<file path="src/rtl/rgb_pixel_ctrl.sv">
// rtl/rgb_pixel_ctrl.sv - RGB pixel colour generator with debounced per-channel level buttons
// Channel index 0/1/2 = red/green/blue throughout.
module rgb_pixel_ctrl #(
  parameter int COLOR_W      = 4,
  parameter int STEP         = 15,
  parameter int DEBOUNCE_CYC = 16
) (
  input  logic               clk,
  input  logic               reset,
  input  logic               boton_r,
  input  logic               boton_g,
  input  logic               boton_b,
  input  logic               bit_fuente,
  input  logic               h_on,
  input  logic               v_on,
  input  logic [1:0]         modo,
  output logic [COLOR_W-1:0] r,
  output logic [COLOR_W-1:0] g,
  output logic [COLOR_W-1:0] b,
  output logic [COLOR_W-1:0] lvl_r,
  output logic [COLOR_W-1:0] lvl_g,
  output logic [COLOR_W-1:0] lvl_b
);

  localparam int CNT_W = (DEBOUNCE_CYC > 2) ? $clog2(DEBOUNCE_CYC) : 1;
  localparam logic [CNT_W-1:0] CNT_LAST = CNT_W'(DEBOUNCE_CYC - 1);
  localparam logic [COLOR_W:0] MAX_W  = (COLOR_W+1)'((1 << COLOR_W) - 1);
  localparam logic [COLOR_W:0] STEP_W = (COLOR_W+1)'(STEP);

  logic [2:0]         btn;
  logic [2:0]         s1_q, s1_d, s2_q, s2_d;
  logic [2:0]         deb_q, deb_d, debp_q, debp_d;
  logic [2:0]         press;
  logic [CNT_W-1:0]   cnt_q [3];
  logic [CNT_W-1:0]   cnt_d [3];
  logic [COLOR_W-1:0] lvl_q [3];
  logic [COLOR_W-1:0] lvl_d [3];
  logic [COLOR_W-1:0] pix_q [3];
  logic [COLOR_W-1:0] pix_d [3];
  logic [COLOR_W:0]   sum   [3];
  logic               vis;

  assign btn = {boton_b, boton_g, boton_r};
  assign vis = h_on & v_on;

  always_comb begin
    for (int i = 0; i < 3; i++) begin
      s1_d[i]   = btn[i];
      s2_d[i]   = s1_q[i];
      deb_d[i]  = deb_q[i];
      debp_d[i] = deb_q[i];
      cnt_d[i]  = '0;
      lvl_d[i]  = lvl_q[i];
      pix_d[i]  = '0;
      sum[i]    = {1'b0, lvl_q[i]} + STEP_W;
      // Press is a rise of the debounced state; debp_q is cleared by reset so no false event.
      press[i]  = deb_q[i] & ~debp_q[i];

      if (s2_q[i] != deb_q[i]) begin
        if (cnt_q[i] == CNT_LAST) deb_d[i] = s2_q[i];
        else                      cnt_d[i] = cnt_q[i] + 1'b1;
      end

      if (press[i]) lvl_d[i] = (sum[i] > MAX_W) ? '0 : sum[i][COLOR_W-1:0];

      if (vis) begin
        case (modo)
          2'b00:   pix_d[i] = bit_fuente ? lvl_q[i] : '0;
          2'b01:   pix_d[i] = bit_fuente ? '0 : lvl_q[i];
          2'b10:   pix_d[i] = lvl_q[i];
          default: pix_d[i] = '0;
        endcase
      end
    end
  end

  always_ff @(posedge clk or posedge reset) begin
    if (reset) begin
      s1_q   <= '0;
      s2_q   <= '0;
      deb_q  <= '0;
      debp_q <= '0;
      for (int i = 0; i < 3; i++) begin
        cnt_q[i] <= '0;
        lvl_q[i] <= '0;
        pix_q[i] <= '0;
      end
    end else begin
      s1_q   <= s1_d;
      s2_q   <= s2_d;
      deb_q  <= deb_d;
      debp_q <= debp_d;
      for (int i = 0; i < 3; i++) begin
        cnt_q[i] <= cnt_d[i];
        lvl_q[i] <= lvl_d[i];
        pix_q[i] <= pix_d[i];
      end
    end
  end

  assign r     = pix_q[0];
  assign g     = pix_q[1];
  assign b     = pix_q[2];
  assign lvl_r = lvl_q[0];
  assign lvl_g = lvl_q[1];
  assign lvl_b = lvl_q[2];

endmodule

</file>
<file path="config.mk">
export PLATFORM = sky130hd
export DESIGN_NAME = rgb_pixel_ctrl
export DESIGN_NICKNAME = d
export VERILOG_FILES = /design/src/rtl/rgb_pixel_ctrl.sv
export SDC_FILE = /design/constraint.sdc
export NUM_CORES = 1
export LEC_CHECK = 0
export CAP_MARGIN = 20
export CORE_MARGIN = 2
export CORE_UTILIZATION = 45
export DETAILED_ROUTE_END_ITERATION = 16
export PLACE_DENSITY = 0.73
export SYNTH_ARGS = -nofsm -noshare
export SYNTH_HDL_FRONTEND = slang
export SYNTH_SLANG_ARGS = --single-unit
</file>
<file path="constraint.sdc">
create_clock -name clk -period 1.6 [get_ports clk]
set_clock_uncertainty 0.1 [all_clocks]
set_input_delay 0.32 -clock clk [delete_from_list [all_inputs] [get_ports clk]]
set_output_delay 0.32 -clock clk [all_outputs]
set_load 0.02 [all_outputs]
</file>
* Word-level counts from Yosys, hierarchy flattened *
Index checks and enable logic that the tools add are counted.

storage, ports and cells
  register bits after elaboration = 48
  input bits = 10
  output and inout bits = 24
  logic and storage cells = 64

operators by class
  add/subtract/negate cells = 6
  magnitude comparators = 3
  eq/ne operators = 8
  muxes and demuxes = 21
  bitwise logic cells = 7
  reduce and logical (&&, ||, !) cells = 4

operators with widths
  operator                                                        number
  two-way mux 4 bit                                               18
  one-hot mux 4 bit (3 select lines)                              3
  adder 4 x 4 -> 5 bit (second input constant)                    3
  greater-than comparator 5 x 4 -> 1 bit (second input constant)  3
  adder 4 x 1 -> 4 bit (second input constant)                    3
  == test 4 bit (second input constant)                           3
  AND reduction 2 bit                                             3
  AND 1 bit                                                       4
  != test 1 bit                                                   3
  inverter 1 bit                                                  3
  == test 2 x 1 -> 1 bit (second input constant)                  1
  == test 2 bit (second input constant)                           1
  logical NOT 2 bit                                               1

* Depth between registers and ports, before layout *
Gate-level depths: netlist of the first run.

  depth in word-level cells = 3
  gate-level depth with buffers = 5

* Worst setup path after synthesis of the first run *
No wires, ideal clock.

  path type = reg2reg
  start point = reg lvl_q (netlist bit lvl_g[0])
  end point = reg lvl_q (netlist bit lvl_g[3])
  library setup time = 0.110 ns
  arrival time = 1.724 ns
  data required time = 1.390 ns
  setup slack = -0.334 ns
  stages on the path, launching flop included = 6
  cells stage by stage = dfrtp_1 > inv_1 > ha_1 > nor4_1 > or4b_4 > o41ai_1

on the way
  cells in the longest elaborated chain, start to end = 3

ends and longest elaborated chain
  element                                 RTL line  RTL
  start: declaration                      36        logic [COLOR_W-1:0] lvl_q [3];
  start signal: indexed assignment        95        lvl_q[i] <= lvl_d[i];
  adder 4 x 4 -> 5 bit *                  55        sum[i] = {1'b0, lvl_q[i]} + STEP_W;
  greater-than comparator 5 x 4 -> 1 bit  64        if (press[i]) lvl_d[i] = (sum[i] > MAX_W) ? '0 : sum[i][COLOR_W-1:0];
  two-way mux 4 bit *                     64

Every way passes the cells marked *; elsewhere a longest branch is shown, timed or not.
A chain may end at the register's enable or synchronous reset.

* Worst setup path in the final report of the first run *
  start point = reg lvl_q (netlist bit lvl_g[0])
  end point = reg lvl_q (netlist bit lvl_g[1])

The elaborated chain is that of the path after synthesis.

==> impl_metrics.csv, run 1 <==
group,metric,value,unit
power,intPower,1700,µW
die,start_util,0.468,
timing,fin_setup_tns,-0.298,ns
worst_setup_path,worstPathArrival,1.78,ns
clocking,cts_tree,"done",
clocking,h-tree-depth,2,
final_layout,final_common_cell,"dfrtp_1",
final_layout,area_growth,33.6,%
worst_setup_path,critical_path.max_fanout,4,
timing,period_share,1.05,
power,ir_drop,663,µV
clocking,hold_buffers,0,
die,rows,23,
die,io_pins,34,
global_route,grt_use_total,0.165,
power,power.switching,493,µW
job,drv_cap,0,
final_layout,layout_common_cells,"dfrtp_1 (42), dlygate4sd2_1 (20), nand2_1 (13)",
die,die_x,68.5,µm
yosys,synthSimpleGateAreaFrac,0.167,
worst_setup_path,path_class,"reg2reg",
timing,rsz0062_at_grt,"yes",
die,core,0.00400,mm²
worst_hold_path,hp-class,"reg2reg",
detailed_routing,post_drt_wl_per_cell,13.8,µm
global_route,overflow,0,
power,total_power,2190,µW
yosys,synth_top_family_by_area,"simple AND/OR/NAND/NOR gates",
detailed_routing,first_iter_violations,95,
outcome,status,"finished, violations left",
detailed_routing,drt-met1-wl,1.42,mm
detailed_routing,first_pass_iters,4,
detailed_routing,route.met2.wl,1.78,mm
global_route,grt_pass1_vias,1239,
die,design.die.area,0.00469,mm²
power,leakage,0.00124,µW
yosys,synth.distinct_cells,29,
timing,layout_setup_ws,-0.0830,ns
detailed_routing,route.top_layer_used,"met4",
global_route,grt_pass1_wl,5.59,mm
yosys,ys_ff_latch,48,
detailed_routing,antenna_left,0,
yosys,synthAdderAreaFrac,0.0534,
clocking,clockBufferDepth,2,
timing,finalSetupViolations,4,
placed_design,place_congestion,0.759,
yosys,synth_top_area_share,0.641,
clocking,clk_pin_slew,0.08,ns
clocking,clock_latency,0.29,ns
outcome,violations,"negative setup slack",
die,dieHeight,68.5,µm
detailed_routing,via_per_inst,5.10,
timing,tightest_slew,0.390,ns
final_layout,nNetsFinal,214,
clocking,ctsRootBufferMaster,"clkbuf_8",
yosys,synth-xor-area-share,0.0281,
final_layout,layout.cells.non_filler,247,
worst_setup_path,end_kind,"flip-flop",
worst_setup_path,critPathLaunchType,"flip-flop",
timing,relSlewSlack,0.740,
timing,period_needed,1.68,ns
placed_design,numPortBuffers,33,
global_route,grt_start_max_net_pins,49,
power,pwr-share-seq,0.584,
detailed_routing,num_vias,1260,
clocking,cts_buffers,5,
placed_design,dp.cells,238,
yosys,synth_area_leaders,"dfrtp_1 (64%), ha_1 (5.3%), and2_1 (3.7%), xnor2_1 (2.8%), nand2_1 (2.6%)",
yosys,syn_area,0.00187,mm²
yosys,netlist_instances,150,
global_route,antenna_found_initial,0,
clocking,clock-sinks,48,
final_layout,diodes,0,
yosys,synth_compound_area_frac,0.0681,
final_layout,postLayoutCoreUtil,0.626,
yosys,yosysTopAreaCell,"dfrtp_1",
timing,final-max-slew-violation-count,0,
detailed_routing,post-route-drc-count,0,
yosys,syn_nets,168,
detailed_routing,met3RoutedLength,170,µm
power,pwr-share-comb,0.089,
worst_setup_path,required,1.70,ns
yosys,muxShareOfSynthArea,0.0180,
yosys,syn_avg_cell_area,12.5,µm²
power,p_clk_frac,0.327,
yosys,seq_area_frac_synth,0.641,
power,powerDensity,875,mW/mm²
final_layout,drive_gt1_frac,0.244,
timing,hold_viol,0,
power,switching_share,0.225,
detailed_routing,wl,3.41,mm
yosys,ys_warn_count,0,
placed_design,dpl.hpwl,2.48,mm
timing,max_clock_freq,594,MHz
cells in the mapped netlist:
cell	count
a21o_1	1
a21oi_1	4
a311oi_1	1
a31oi_1	1
and2_1	11
and2_2	1
and4b_1	1
buf_1	2
clkbuf_1	1
dfrtp_1	48
ha_1	8
inv_1	9
mux2_2	3
nand2_1	13
nand2b_1	5
nand3_1	3
nand4b_1	2
nor2_1	3
nor2b_1	3
nor3_1	1
nor3b_1	3
nor4_1	2
o21ai_0	9
o31ai_1	3
o41ai_1	2
or4b_1	2
or4b_2	1
or4b_4	1
xnor2_1	6
critical path: stages, from the launching register on:
cell and delay, ns:
dfrtp_2 0.39, inv_4 0.05, ha_4 0.26, nor4_2 0.05
or4b_4 0.52, o31ai_2 0.22
registers in the layout, indices dropped and copies added, names as in the netlist:
register  cells
lvl_b         4
lvl_g         4
s2_q          3
s1_q          3
cnt_q        12
b             4
r             4
debp_q        3
g             4
lvl_r         4
deb_q         3
area by class of cell:
cell class,instances,area (µm²)
Clock buffer,8,90.1
Fill cell,299,1500
Inverter,9,36.3
Multi-Input combinational cell,90,721
Sequential cell,48,1210
Tap cell,50,62.6
Timing Repair Buffer,42,384
per-layer routing:
metal	track usage	vias up
met2	0.267	34
li1	-	602
met3	0.0503	6
met5	0	-
met4	0.0775	0
met1	0.203	618
metrics by stage:
step	cell area (µm²)	hold WS [ns]	setup WS (ns)
6_report	2500	0.263	-0.0830
5_1_grt	2500	0.278	-0.163
4_1_cts	2460	0.262	-0.116
3_5_place_dp	2370	0.244	-0.150
3_3_place_gp	2370	0.240	-0.0757
2_1_floorplan	1920	0.231	-0.179
timing repair:
action / 4_1_cts / 5_1_grt
hold endpoints to repair: 0 / 0
gates resized for setup: 33 / 12
pin swaps: 3 / 2
gates cloned: 0 / 0
setup buffers: 0 / 1
endpoints found under the setup margin: 30 / 11
path summary, 6_finish.rpt:
check                               from       end  slack (ns)  cells after the start
worst max-delay path            lvl_g[0]  lvl_g[1]       -0.08                      5
worst max register to register  lvl_g[0]  lvl_g[1]       -0.08                      5
worst min-delay path             s1_q[1]   s2_q[1]        0.26                      0
worst min register to register   s1_q[1]   s2_q[1]        0.26                      0
max in group asynchronous          reset  lvl_r[0]        0.89                      3
min in group asynchronous          reset   s2_q[2]        0.28                      3
power groups by stage:
stage | clock network [µW] | logic, µW | registers, µW
floorplan | 0 | 95.6 | 1310
global placement | 0 | 173 | 1300
detailed placement | 0 | 186 | 1300
CTS | 733 | 189 | 1280
global route | 788 | 218 | 1280
finish | 716 | 195 | 1280
cell families (layout without fill, tap and decap cells):
kind of cell	after synthesis	after routing
and+or+nand+nor	52	52
DFF	48	48
AOI/OAI and AO/OA	21	21
buffers and inverters	12	59
adders and majority gates	8	8
xor gates and xnor gates	6	6
muxes	3	3
Note: power is estimated with default switching activity, not from simulation.
==> inputs of run 2 (changes only) <==
- CAP_MARGIN: 20 -> 30
==> results of run 2 <==
Final layout, timing and power as in run 1 (identical DEF).
==> inputs of run 3 (changes only) <==
- SKIP_LAST_GASP: default -> 1
==> impl_metrics.csv, run 3 (same netlist as run 1, synthesis figures left out) <==
group,metric,value,unit
detailed_routing,first_pass_iters,4,
final_layout,drive_gt1_frac,0.244,
placed_design,numPortBuffers,33,
timing,layout_setup_ws,-0.0848,ns
worst_setup_path,critPathTopFamily,"simple AND/OR/NAND/NOR gates",
final_layout,final_common_cell,"dfrtp_1",
clocking,clock_latency,0.29,ns
final_layout,n_fill_cell,305,
outcome,violations,"negative setup slack",
final_layout,top_register,"cnt_q",
worst_setup_path,startpoint,"lvl_g[0]",
detailed_routing,post-route-drc-count,0,
die,rows,23,
worst_setup_path,slowest_delay,0.53,ns
placed_design,place_congestion,0.759,
power,ir_drop,663,µV
timing,rsz0062_at_grt,"yes",
timing,relSlewSlack,0.743,
final_layout,stdcell_area,0.00251,mm²
worst_hold_path,holdCritStartpoint,"s1_q[1]",
final_layout,largest_register_ffs,12,
worst_setup_path,path_class,"reg2reg",
die,design.die.area,0.00469,mm²
worst_setup_path,crit_slowest_cell,"or4b_4",
final_layout,nNetsFinal,214,
global_route,grt_pass1_wl,5.57,mm
die,core,0.00400,mm²
die,die_x,68.5,µm
power,leakage,0.00125,µW
global_route,grt_start_max_net_pins,49,
outcome,status,"finished, violations left",
global_route,overflow,0,
power,powerDensity,872,mW/mm²
timing,fin_setup_tns,-0.310,ns
clocking,clk_pin_slew,0.08,ns
global_route,antenna_found_initial,0,
final_layout,multiInputGateArea,721,µm²
clocking,cts_buffers,5,
job,drv_cap,0,
final_layout,area_growth,33.8,%
clocking,clock-sinks,48,
die,start_util,0.468,
final_layout,postLayoutCoreUtil,0.627,
detailed_routing,first_iter_violations,84,
worst_hold_path,hp-class,"reg2reg",
detailed_routing,post_drt_wl_per_cell,13.9,µm
timing,period_share,1.05,
clocking,h-tree-depth,2,
clocking,ctsRootBufferMaster,"clkbuf_8",
final_layout,layout_common_cells,"dfrtp_1 (42), dlygate4sd2_1 (19), nand2_1 (13)",
timing,finalSetupViolations,5,
timing,tightest_slew,0.385,ns
detailed_routing,via_per_inst,5.07,
global_route,grt_pass1_vias,1248,
worst_setup_path,crit_buf_inv,1,
timing,hold_viol,0,
clocking,clockBufferDepth,2,
worst_setup_path,critical_path.max_fanout,4,
clocking,cts_tree,"done",
placed_design,dpl.hpwl,2.48,mm
detailed_routing,wl,3.43,mm
placed_design,place_area,0.00237,mm²
worst_setup_path,timing.rr.start,"lvl_g[0]",
worst_setup_path,crit_chain,"inv_4 > ha_4 > nor4_2 > or4b_4 > o31ai_2",
detailed_routing,antenna_left,0,
worst_setup_path,worstPathArrival,1.79,ns
worst_setup_path,end_kind,"flip-flop",
timing,final-max-slew-violation-count,0,
worst_setup_path,required,1.70,ns
timing,max_clock_freq,594,MHz
final_layout,seq_area,0.00121,mm²
detailed_routing,num_vias,1253,
worst_setup_path,critPathLaunchType,"flip-flop",
timing,period_needed,1.68,ns
global_route,grt_use_total,0.165,
final_layout,diodes,0,
die,dieHeight,68.5,µm
die,io_pins,34,
-- run 3: area by class of cell --
cell class | instances | share of cell area
Multi-Input combinational cell | 90 | 0.288
Timing Repair Buffer | 42 | 0.155
Inverter | 9 | 0.0145
Tap cell | 50 | 0.0250
Clock buffer | 8 | 0.0359
Sequential cell | 48 | 0.482
-- run 3: power by group --
part	leakage, µW	switching (µW)	internal (µW)
clock network	0.0000455	360	352
registers	0.000639	31.1	1250
logic	0.000568	99.9	95.5
-- run 3: path summary, 6_finish.rpt --
path                            end  slack, ns  cells past startpoint
min                         s2_q[1]       0.26                      0
min in group asynchronous   s2_q[2]       0.28                      3
min reg2reg                 s2_q[1]       0.26                      0
max in group asynchronous  lvl_g[1]       0.89                      3
max                        lvl_g[1]      -0.08                      5
max reg2reg                lvl_g[1]      -0.08                      5
-- run 3: metrics by stage --
step	power, µW	hold slack, ns	cells	setup WS, ns
floorplan	1400	0.231	150	-0.179
global placement	1470	0.240	238	-0.0757
detailed placement	1490	0.244	238	-0.150
CTS	2200	0.262	246	-0.162
global route	2290	0.278	247	-0.163
finish	2190	0.263	247	-0.0848
-- run 3: metal layers --
layer | share of wire | global-route usage | vias up
met5 | 0 | 0 | -
met4 | 0.015 | 0.0850 | 0
met3 | 0.050 | 0.0503 | 6
met2 | 0.52 | 0.264 | 30
met1 | 0.41 | 0.200 | 613
li1 | - | - | 604
-- run 3: worst reg2reg max path, cell delays in order, from the launching register on --
cell     delay [ns]
dfrtp_2        0.39
inv_4          0.05
ha_4           0.26
nor4_2         0.05
or4b_4         0.53
o31ai_2        0.22
-- run 3: what timing repair did --
item	CTS	global route
gates resized for setup	30	15
hold buffers	0	0
pin swaps	3	2
setup buffers	0	1
hold endpoints to repair	0	0
setup endpoints to repair	30	13
